<file path="src/rtl/mha_pkg.sv">
// Shared types and default sizing for the attention running-max/row-sum update controller.
package mha_pkg;

  localparam int D_W_DEF  = 8;
  localparam int TIL_DEF  = 16;
  localparam int NT_W_DEF = 8;

  typedef enum logic [2:0] {
    IDLE      = 3'd0,
    WAIT_STAT = 3'd1,
    CALC      = 3'd2,
    EMIT      = 3'd3,
    FIN       = 3'd4
  } state_e;

endpackage

</file>
<file path="src/rtl/o_upd_ctrl_if.sv">
// Handshake/data bundle between the update controller, the stat producer, the coefficient
// datapath and the output accumulator. slave = controller view, master = environment view.
interface o_upd_ctrl_if
  import mha_pkg::*;
#(
  parameter int D_W  = D_W_DEF,
  parameter int TIL  = TIL_DEF,
  parameter int NT_W = NT_W_DEF
);
  logic                       I_START;
  logic [NT_W-1:0]            I_NUM_TILE;
  logic                       I_STAT_VLD;
  logic                       O_STAT_RDY;
  logic [TIL-1:0][2*D_W-1:0]  I_LI_NEW;
  logic [TIL-1:0][D_W-1:0]    I_MI_NEW;
  logic                       O_UPD_VLD;
  logic [TIL-1:0][2*D_W-1:0]  O_LI_OLD;
  logic [TIL-1:0][D_W-1:0]    O_MI_OLD;
  logic [TIL-1:0][2*D_W-1:0]  O_LI_NEW;
  logic [TIL-1:0][D_W-1:0]    O_MI_NEW;
  logic                       I_UPD_DONE;
  logic [TIL-1:0][D_W-1:0]    I_COEF;
  logic                       O_COEF_VLD;
  logic                       I_COEF_RDY;
  logic [TIL-1:0][D_W-1:0]    O_COEF;
  logic                       O_FIRST;
  logic                       O_BUSY;
  logic                       O_DONE;
  logic [NT_W-1:0]            O_TILE_IDX;

  modport slave (
    input  I_START, I_NUM_TILE, I_STAT_VLD, I_LI_NEW, I_MI_NEW,
    input  I_UPD_DONE, I_COEF, I_COEF_RDY,
    output O_STAT_RDY, O_UPD_VLD, O_LI_OLD, O_MI_OLD, O_LI_NEW, O_MI_NEW,
    output O_COEF_VLD, O_COEF, O_FIRST, O_BUSY, O_DONE, O_TILE_IDX
  );

  modport master (
    output I_START, I_NUM_TILE, I_STAT_VLD, I_LI_NEW, I_MI_NEW,
    output I_UPD_DONE, I_COEF, I_COEF_RDY,
    input  O_STAT_RDY, O_UPD_VLD, O_LI_OLD, O_MI_OLD, O_LI_NEW, O_MI_NEW,
    input  O_COEF_VLD, O_COEF, O_FIRST, O_BUSY, O_DONE, O_TILE_IDX
  );

endinterface

</file>
<file path="src/rtl/o_upd_ctrl.sv">
// Sequences one row-block pass: collects per-tile stats, hands old/new pairs to the coef datapath.
// Latency: coefficient valid one cycle after I_UPD_DONE; datapath time itself is unbounded.
// Backpressure: stat intake stalls until the previous coefficient is taken by the accumulator.
module o_upd_ctrl
  import mha_pkg::*;
#(
  parameter int D_W  = D_W_DEF,
  parameter int TIL  = TIL_DEF,
  parameter int NT_W = NT_W_DEF
) (
  input logic         I_CLK,
  input logic         I_RST_N,
  o_upd_ctrl_if.slave bus
);

  typedef logic [TIL-1:0][2*D_W-1:0] li_vec_t;
  typedef logic [TIL-1:0][D_W-1:0]   mi_vec_t;

  localparam logic [NT_W-1:0] IDX_ONE = NT_W'(1);

  state_e          state_q,    state_d;
  logic [NT_W-1:0] num_tile_q, num_tile_d;
  logic [NT_W-1:0] tile_idx_q, tile_idx_d;
  li_vec_t         li_new_q,   li_new_d;
  mi_vec_t         mi_new_q,   mi_new_d;
  li_vec_t         li_old_q,   li_old_d;
  mi_vec_t         mi_old_q,   mi_old_d;
  mi_vec_t         coef_q,     coef_d;
  logic            zdone_q,    zdone_d;
  logic            last_tile;

  assign last_tile = (tile_idx_q == (num_tile_q - IDX_ONE));

  always_comb begin
    state_d    = state_q;
    num_tile_d = num_tile_q;
    tile_idx_d = tile_idx_q;
    li_new_d   = li_new_q;
    mi_new_d   = mi_new_q;
    li_old_d   = li_old_q;
    mi_old_d   = mi_old_q;
    coef_d     = coef_q;
    zdone_d    = 1'b0;

    unique case (state_q)
      IDLE: begin
        if (bus.I_START) begin
          num_tile_d = bus.I_NUM_TILE;
          tile_idx_d = '0;
          // An empty pass still owes the caller a completion pulse.
          if (bus.I_NUM_TILE == '0) begin
            zdone_d = 1'b1;
          end else begin
            state_d = WAIT_STAT;
          end
        end
      end

      WAIT_STAT: begin
        if (bus.I_STAT_VLD) begin
          li_new_d = bus.I_LI_NEW;
          mi_new_d = bus.I_MI_NEW;
          if (tile_idx_q == '0) begin
            // First tile has nothing to rescale against: it seeds the running stats.
            li_old_d = bus.I_LI_NEW;
            mi_old_d = bus.I_MI_NEW;
            if (last_tile) begin
              state_d = FIN;
            end else begin
              tile_idx_d = tile_idx_q + IDX_ONE;
            end
          end else begin
            state_d = CALC;
          end
        end
      end

      CALC: begin
        if (bus.I_UPD_DONE) begin
          coef_d  = bus.I_COEF;
          state_d = EMIT;
        end
      end

      EMIT: begin
        if (bus.I_COEF_RDY) begin
          li_old_d = li_new_q;
          mi_old_d = mi_new_q;
          if (last_tile) begin
            state_d = FIN;
          end else begin
            tile_idx_d = tile_idx_q + IDX_ONE;
            state_d    = WAIT_STAT;
          end
        end
      end

      FIN: begin
        state_d = IDLE;
      end

      default: begin
        state_d = IDLE;
      end
    endcase
  end

  always_ff @(posedge I_CLK or negedge I_RST_N) begin
    if (!I_RST_N) begin
      state_q    <= IDLE;
      num_tile_q <= '0;
      tile_idx_q <= '0;
      li_new_q   <= '0;
      mi_new_q   <= '0;
      li_old_q   <= '0;
      mi_old_q   <= '0;
      coef_q     <= '0;
      zdone_q    <= 1'b0;
    end else begin
      state_q    <= state_d;
      num_tile_q <= num_tile_d;
      tile_idx_q <= tile_idx_d;
      li_new_q   <= li_new_d;
      mi_new_q   <= mi_new_d;
      li_old_q   <= li_old_d;
      mi_old_q   <= mi_old_d;
      coef_q     <= coef_d;
      zdone_q    <= zdone_d;
    end
  end

  // All strobes decode straight from the state register so reset clears them at once.
  assign bus.O_STAT_RDY = (state_q == WAIT_STAT);
  assign bus.O_FIRST    = (state_q == WAIT_STAT) && (tile_idx_q == '0);
  assign bus.O_UPD_VLD  = (state_q == CALC);
  assign bus.O_COEF_VLD = (state_q == EMIT);
  assign bus.O_BUSY     = (state_q != IDLE);
  assign bus.O_DONE     = zdone_q || (state_q == FIN);
  assign bus.O_TILE_IDX = tile_idx_q;
  assign bus.O_COEF     = coef_q;
  assign bus.O_LI_OLD   = li_old_q;
  assign bus.O_MI_OLD   = mi_old_q;
  assign bus.O_LI_NEW   = li_new_q;
  assign bus.O_MI_NEW   = mi_new_q;

endmodule

</file>
<file path="src/flat_wrapper.sv">
// flat-port wrapper written by rule: the top's interface ports become plain ports
module o_upd_ctrl_flat import mha_pkg::*;
#(
  parameter int D_W  = D_W_DEF,
  parameter int TIL  = TIL_DEF,
  parameter int NT_W = NT_W_DEF
)
  (I_CLK, I_RST_N, bus_I_START, bus_I_NUM_TILE, bus_I_STAT_VLD, bus_I_LI_NEW, bus_I_MI_NEW, bus_I_UPD_DONE, bus_I_COEF, bus_I_COEF_RDY, bus_O_STAT_RDY, bus_O_UPD_VLD, bus_O_LI_OLD, bus_O_MI_OLD, bus_O_LI_NEW, bus_O_MI_NEW, bus_O_COEF_VLD, bus_O_COEF, bus_O_FIRST, bus_O_BUSY, bus_O_DONE, bus_O_TILE_IDX);
  o_upd_ctrl_if #(.D_W(D_W), .TIL(TIL), .NT_W(NT_W)) bus_i ();
  input logic I_CLK;
  input logic I_RST_N;
  input wire logic [$bits(bus_i.I_START)-1:0] bus_I_START;
  input wire logic [$bits(bus_i.I_NUM_TILE)-1:0] bus_I_NUM_TILE;
  input wire logic [$bits(bus_i.I_STAT_VLD)-1:0] bus_I_STAT_VLD;
  input wire logic [$bits(bus_i.I_LI_NEW)-1:0] bus_I_LI_NEW;
  input wire logic [$bits(bus_i.I_MI_NEW)-1:0] bus_I_MI_NEW;
  input wire logic [$bits(bus_i.I_UPD_DONE)-1:0] bus_I_UPD_DONE;
  input wire logic [$bits(bus_i.I_COEF)-1:0] bus_I_COEF;
  input wire logic [$bits(bus_i.I_COEF_RDY)-1:0] bus_I_COEF_RDY;
  output wire logic [$bits(bus_i.O_STAT_RDY)-1:0] bus_O_STAT_RDY;
  output wire logic [$bits(bus_i.O_UPD_VLD)-1:0] bus_O_UPD_VLD;
  output wire logic [$bits(bus_i.O_LI_OLD)-1:0] bus_O_LI_OLD;
  output wire logic [$bits(bus_i.O_MI_OLD)-1:0] bus_O_MI_OLD;
  output wire logic [$bits(bus_i.O_LI_NEW)-1:0] bus_O_LI_NEW;
  output wire logic [$bits(bus_i.O_MI_NEW)-1:0] bus_O_MI_NEW;
  output wire logic [$bits(bus_i.O_COEF_VLD)-1:0] bus_O_COEF_VLD;
  output wire logic [$bits(bus_i.O_COEF)-1:0] bus_O_COEF;
  output wire logic [$bits(bus_i.O_FIRST)-1:0] bus_O_FIRST;
  output wire logic [$bits(bus_i.O_BUSY)-1:0] bus_O_BUSY;
  output wire logic [$bits(bus_i.O_DONE)-1:0] bus_O_DONE;
  output wire logic [$bits(bus_i.O_TILE_IDX)-1:0] bus_O_TILE_IDX;
  assign bus_i.I_START = bus_I_START;
  assign bus_i.I_NUM_TILE = bus_I_NUM_TILE;
  assign bus_i.I_STAT_VLD = bus_I_STAT_VLD;
  assign bus_i.I_LI_NEW = bus_I_LI_NEW;
  assign bus_i.I_MI_NEW = bus_I_MI_NEW;
  assign bus_i.I_UPD_DONE = bus_I_UPD_DONE;
  assign bus_i.I_COEF = bus_I_COEF;
  assign bus_i.I_COEF_RDY = bus_I_COEF_RDY;
  assign bus_O_STAT_RDY = bus_i.O_STAT_RDY;
  assign bus_O_UPD_VLD = bus_i.O_UPD_VLD;
  assign bus_O_LI_OLD = bus_i.O_LI_OLD;
  assign bus_O_MI_OLD = bus_i.O_MI_OLD;
  assign bus_O_LI_NEW = bus_i.O_LI_NEW;
  assign bus_O_MI_NEW = bus_i.O_MI_NEW;
  assign bus_O_COEF_VLD = bus_i.O_COEF_VLD;
  assign bus_O_COEF = bus_i.O_COEF;
  assign bus_O_FIRST = bus_i.O_FIRST;
  assign bus_O_BUSY = bus_i.O_BUSY;
  assign bus_O_DONE = bus_i.O_DONE;
  assign bus_O_TILE_IDX = bus_i.O_TILE_IDX;
  o_upd_ctrl #(.D_W(D_W), .TIL(TIL), .NT_W(NT_W)) u_core (.I_CLK(I_CLK), .I_RST_N(I_RST_N), .bus(bus_i));
endmodule
</file>
<file path="config.mk">
export PLATFORM = sky130hd
export DESIGN_NAME = o_upd_ctrl_flat
export DESIGN_NICKNAME = d
export VERILOG_FILES = /design/src/rtl/mha_pkg.sv /design/src/rtl/o_upd_ctrl_if.sv /design/src/rtl/o_upd_ctrl.sv /design/src/flat_wrapper.sv
export SDC_FILE = /design/constraint.sdc
export NUM_CORES = 2
export LEC_CHECK = 0
export CAP_MARGIN = 30
export CORE_AREA = 10 10 547 549
export CTS_BUF_LIST = sky130_fd_sc_hd__clkbuf_8 sky130_fd_sc_hd__clkbuf_16
export DETAILED_ROUTE_END_ITERATION = 12
export DIE_AREA = 0 0 557 559
export PLACE_DENSITY = 0.37
export SLEW_MARGIN = 10
export SYNTH_ARGS = -nofsm -noshare
export SYNTH_HDL_FRONTEND = slang
export SYNTH_SLANG_ARGS = --single-unit
</file>
<file path="constraint.sdc">
create_clock -name I_CLK -period 2.9 [get_ports I_CLK]
set_input_delay 0.29 -clock I_CLK [delete_from_list [all_inputs] [get_ports I_CLK]]
set_output_delay 0.29 -clock I_CLK [all_outputs]
set_load 0.005 [all_outputs]
</file>
* After elaboration in Yosys (flattened, before gate mapping)
Cells that the tools add are included.
** Storage, ports and cells
- Flip-flop bits (word level) :: 916
- Output and inout bits :: 910
** Cells by class
- Reduce and logical (&&, ||, !) cells :: 14
- Mux-type cells :: 26
- Equality and inequality tests :: 12
- Add/subtract/negate cells :: 2
** Operator list (number)
- two-way mux 256 bit :: 3
- one-hot mux 256 bit (2 select lines) :: 1
- two-way mux 128 bit :: 3
- one-hot mux 128 bit (2 select lines) :: 1
- two-way mux 8 bit :: 5
- two-way mux 3 bit :: 8
- one-hot mux 8 bit (3 select lines) :: 1
- zero test 8 bit :: 2
- one-hot mux 3 bit (4 select lines) :: 1
- != test 2 bit, second input constant :: 5
- adder 8 x 1 -> 8 bit, second input constant :: 1
- equality test 8 bit :: 1
- subtractor 8 x 1 -> 8 bit, second input constant :: 1
- equality test 3 x 2 -> 1 bit, second input constant :: 2
- AND reduction 2 bit :: 3
- AND reduction 6 bit :: 1
- nonzero test 3 bit :: 2
- AND reduction 5 bit :: 1
- AND reduction 4 bit :: 1
- equality test 3 x 1 -> 1 bit, second input constant :: 1
- equality test 3 bit, second input constant :: 1
- zero test 3 bit :: 1
- two-way mux 1 bit :: 3
- != test 3 x 2 -> 1 bit, second input constant :: 1
- other kinds (4) :: 4

* Logic depth before layout (Yosys ltp)
- Depth in word-level cells :: 6
- Gate-level depth with buffers :: 11
- Gate-level depth less buffers :: 8

* Least setup slack after synthesis
Ideal clock, no wire load.
- Path type :: register -> register
- Start point :: register u_core.tile_idx_q[0] (netlist: u_core.bus.O_TILE_IDX[0])
- End point :: register u_core.mi_old_q, in the netlist u_core.bus.O_MI_OLD[100]
- Clock period less this slack :: 2.340 ns
- Setup time :: 0.132 ns
- Stages on the path, launching flop included :: 12
- Path slack :: 0.560 ns
- Data arrival time :: 2.208 ns
- Path buffers :: 4
- Cells stage by stage :: dfrtp_1 -> inv_1 -> ha_1 -> or4b_4 -> nor4_2 -> o211ai_1 -> buf_2 -> buf_4 -> buf_6 -> buf_2 -> nand2_1 -> o21ai_1
** Between the ends
- Word-level cells in the longest chain between the ends :: 3
** Ends and longest elaborated chain
- from (decl) :: RTL line o_upd_ctrl.sv:23 : logic [NT_W-1:0] tile_idx_q, tile_idx_d;
- from (signal assigned) :: RTL line o_upd_ctrl.sv:122 : tile_idx_q <= tile_idx_d;
- zero test 8 bit :: RTL line o_upd_ctrl.sv:63 : if (tile_idx_q == '0) begin
- != test 2 x 1 -> 1 bit (no line)
- AND reduction 4 bit (no line)
- to (signal assigned) :: RTL line o_upd_ctrl.sv:126 : mi_old_q <= mi_old_d;
- to (decl) :: RTL line o_upd_ctrl.sv:27 : mi_vec_t mi_old_q, mi_old_d;
Every way passes these cells.
A chain may end at the register's enable or synchronous reset.

* Worst setup path in the final report
- Start point :: register u_core.tile_idx_q[0] (netlist: u_core.bus.O_TILE_IDX[0])
- End point :: register u_core.li_old_q, in the netlist u_core.bus.O_LI_OLD[165]
** Between the ends
- Word-level cells in the longest chain between the ends :: 3
** Ends and longest elaborated chain
- zero test 8 bit :: RTL line o_upd_ctrl.sv:63
- != test 2 x 1 -> 1 bit (no line)
- AND reduction 4 bit (no line)
- to (signal assigned) :: RTL line o_upd_ctrl.sv:125 : li_old_q <= li_old_d;
- to (decl) :: RTL line o_upd_ctrl.sv:26 : li_vec_t li_old_q, li_old_d;
Every way passes these cells.

==> results_dict.tcl <==
set metrics [dict create \
    drt-initial-drc-count 1374 \
    whs_path_depth 2 \
    postLayoutCellArea_um2 63300 \
    die_h_um 559 \
    cts_tree "yes" \
    power.density_nw_per_um2 1200 \
    die_area_um2 311000 \
    cp_max_fo 116 \
    pin_count 1436 \
    finClkSkew_ns 0.0531 \
    drv_slew 0 \
    cts_made_buffers 122 \
    grt_max_degree 121 \
    dp_hpwl_um 177000 \
    holdCritPathClass "input pin to flop" \
    pwr-share-comb_pct 47.9 \
    firstDrtPassIters 5 \
    syn_area_um2 37500 \
    cts_htree_levels 3 \
    async_reset_ff_share_pct 100 \
    synth_edf_count 0 \
    nFillCells 30800 \
    place.gp.congestion 0.793 \
    drive_above_1_share_pct 18.0 \
    setup_viol 0 \
    ant_nets 0 \
    start_kind "flop" \
    row_count 197 \
    ir_drop_v 0.000618 \
    grt_pass1_vias 32000 \
    min_from "bus_I_MI_NEW[51]" \
    root_buffer "clkbuf_16" \
    cts.path.max_buffers 4 \
    drv_cap 0 \
    io_buffer_count 1435 \
    path_delay_family "simple AND/OR/NAND/NOR gates" \
    dp_cells 8049 \
    core_area_um2 288000 \
    synthFlopType "dfrtp_1" \
    hold_viol_final 0 \
    synth_fp_nets 3429 \
    synth_cell_types 47 \
    postSynthAreaPerCell_um2 12.9 \
    crit_buf_inv 4 \
    drc 0 \
    place_area_um2 57100 \
    clk_pin_slew_worst_paths_ns 0.07 \
    regArea_um2 22900 \
    p_leak_uw 0.0253 \
    vias_per_cell 3.51 \
    crit_type "flop to flop" \
    yosys_warnings 0 \
    p_clk_share_pct 20.4 \
    wl_per_cell_um 25.7 \
    gr-total-overflow 0 \
    grt_pass1_wl_um 293000 \
    final.min_clock_period_ns 2.75 \
    p_switching_uw 28400 \
    max_freq_mhz 364 \
    cell_internal_pwr_uw 47200 \
    fin_hold_ws_ns 0.0999 \
    ys_ff_latch 916 \
    arrival_ns 3.40 \
    drt_wl_total_um 218000 \
    multi_input_comb_area_um2 13800 \
    critPathMaxStageDelay_ns 0.48 \
    fin_cells 8493 \
    nNetsFinal 5128 \
    via_count 29800 \
    rrSetupSlack_ns 0.15 \
    rr_endpoint "u_core.bus.O_LI_OLD[165]" \
    period_share_pct 94.8 \
    cp_slowest_cell "or4b_4" \
    required_ns 3.55 \
    chipWidth_um 557 \
    holdPathEnd "u_core.bus.O_MI_NEW[51]" \
    timing.critical_path.mode_cell "buf_12" \
    clock-sinks 916 \
    slew_headroom_pct 52.5 \
    rr_startpoint "u_core.bus.O_TILE_IDX[0]" \
    path_depth 10 \
    sequentialPowerShare_pct 31.7 \
    antenna_found_initial 53 \
    syn_inst 2900 \
    crit_path_end_kind "flop" \
    rr_worst_depth 10 \
    p_sw_share_pct 37.6 \
    grt_usage_pct 13.4 \
    yosysSeqAreaShare_pct 61.1 \
    area_growth_pct 68.6 \
    worstMarginPinSlew_ns 0.693 \
    start_util_pct 13.0 \
    clk_latency_ns 0.84 \
    rsz0062_at_grt "false" \
    crit_chain "inv_2 -> ha_1 -> or4b_4 -> nor4_4 -> buf_4 -> o211ai_1 -> buf_12 -> buf_12 -> nand2_1 -> o21ai_1" \
    status "completed" \
]
## layout by cell type (no fill, tap or decap), types with 4 or more instances in the layout
| cell | n |
|---|---|
| clkdlybuf4s50_1 | 1429 |
| dfrtp_1 | 913 |
| mux2_2 | 512 |
| nand2_1 | 408 |
| mux2i_1 | 388 |
| o21ai_1 | 210 |
| dlygate4sd3_1 | 204 |
| o21ai_0 | 184 |
| clkbuf_16 | 122 |
| buf_4 | 103 |
| inv_1 | 43 |
| clkbuf_8 | 28 |
| buf_12 | 26 |
| clkinv_2 | 20 |
| diode_2 | 16 |
| bufinv_16 | 9 |
| nor2_1 | 6 |
| nand3_1 | 5 |
| o211ai_1 | 5 |
| nand4_1 | 5 |
| nor3_1 | 4 |
| nor4_1 | 4 |
| xor2_1 | 4 |
| or4_1 | 4 |
## per-stage QoR
stage / power, uW / TNS, ns / util [%] / setup WS (ns)
detailed placement: 61300 / 0 / 19.8 / 0.314
global placement: 61000 / 0 / 19.8 / 0.269
floorplan: 36500 / 0 / - / 0.560
global route: 80900 / 0 / 22.0 / 0.0187
CTS: 77700 / -0.0392 / 22.0 / -0.0392
finish: 75700 / 0 / 22.0 / 0.152
## cells by family (layout without fill, tap and decap cells)
kind of cell | count (synthesis) | count (layout) | share of synthesized area, %
and+or+nand+nor | 457 | 457 | 4.92
DFF | 916 | 916 | 61.1
adders and majority gates | 3 | 3 | 0.100
other | 0 | 16 | 0
buffers and inverters | 200 | 1996 | 2.29
muxes | 900 | 900 | 25.7
AOI/OAI and AO/OA | 417 | 417 | 5.76
xor gates and xnor gates | 7 | 7 | 0.163
## flip-flops by register name (all words and copies together), names as in the netlist
signal	count
u_core.bus.O_LI_NEW	256
u_core.bus.O_LI_OLD	256
u_core.bus.O_COEF	128
u_core.bus.O_MI_NEW	128
u_core.bus.O_MI_OLD	128
u_core.bus.O_TILE_IDX	8
u_core.num_tile_q	8
u_core.state_q	3
u_core.zdone_q	1
## layer usage
metal	up-vias	track usage, %	wire length, um
met5	-	0	233
met4	36	1.92	2960
met3	217	7.72	28100
met2	1101	21.2	97500
met1	14900	16.0	89400
li1	13600	-	-
## area by class of cell
type | instances | share of cell area, %
Inverter | 10 | 0.0593
Clock inverter | 71 | 1.01
Clock buffer | 150 | 5.43
Multi-Input combinational cell | 1784 | 21.8
Timing Repair Buffer | 1765 | 27.9
Tap cell | 3781 | 7.48
Antenna cell | 16 | 0.0633
Sequential cell | 916 | 36.2
## power groups by stage
stage                     Clock (uW)  Combinational, uW  Sequential (uW)
after floorplan                    0              12900            23600
after global placement             0              37000            24000
after detailed placement           0              37100            24200
after CTS                      16100              37600            24100
after global routing           16500              39500            24900
final                          15400              36300            24000
## worst reg2reg max path, stage by stage (launching register included)
cell and delay [ns]:
dfrtp_1 0.39, inv_2 0.07, ha_1 0.12, or4b_4 0.48, nor4_4 0.17, buf_4 0.16, o211ai_1 0.12, buf_12 0.25
buf_12 0.35, nand2_1 0.37, o21ai_1 0.08
## how the worst max path moves through the flow
stage	startpoint	end	slack, ns
after floorplan	u_core.bus.O_TILE_IDX[0]	u_core.bus.O_MI_OLD[100]	0.56
after global placement	u_core.state_q[2]	u_core.bus.O_LI_OLD[147]	0.27
after detailed placement	u_core.bus.O_TILE_IDX[0]	u_core.bus.O_LI_OLD[132]	0.31
after CTS	u_core.bus.O_TILE_IDX[0]	bus_O_FIRST	-0.04
after global routing	u_core.bus.O_TILE_IDX[0]	bus_O_FIRST	0.02
final	u_core.bus.O_TILE_IDX[0]	u_core.bus.O_LI_OLD[165]	0.15
## synthesized netlist by cell type, types with 2 or more instances
library cell	count	area share (%)
xnor2_1	3	0.070
clkbuf_1	112	1.1
dfrtp_1	916	61
or4_1	4	0.080
nor2_1	6	0.060
a21oi_1	3	0.040
mux2_2	512	15
mux2i_1	388	10
nor3_1	4	0.053
a21o_1	3	0.060
or3_1	2	0.033
buf_6	2	0.060
inv_1	10	0.10
o21ai_0	184	2.5
xor2_1	4	0.093
nor4_2	2	0.067
nand2_1	408	4.1
o21ai_1	210	2.8
o31a_1	2	0.047
nand3_1	5	0.067
nand2b_1	3	0.050
buf_2	73	0.97
nor4_1	4	0.067
o211ai_1	5	0.10
ha_1	3	0.10
buf_1	2	0.020
and3_1	3	0.050
and2_1	4	0.067
nand4_1	5	0.083
## repair_timing
action                     CTS  global route
gates resized for setup     15             0
hold endpoints to repair   837             0
setup endpoints to repair    3            40
gates cloned                 0             0
buffers inserted             3             0
hold buffers               204             0
pin swaps                    2             2
No activity file was read; power rests on OpenSTA's default activity.
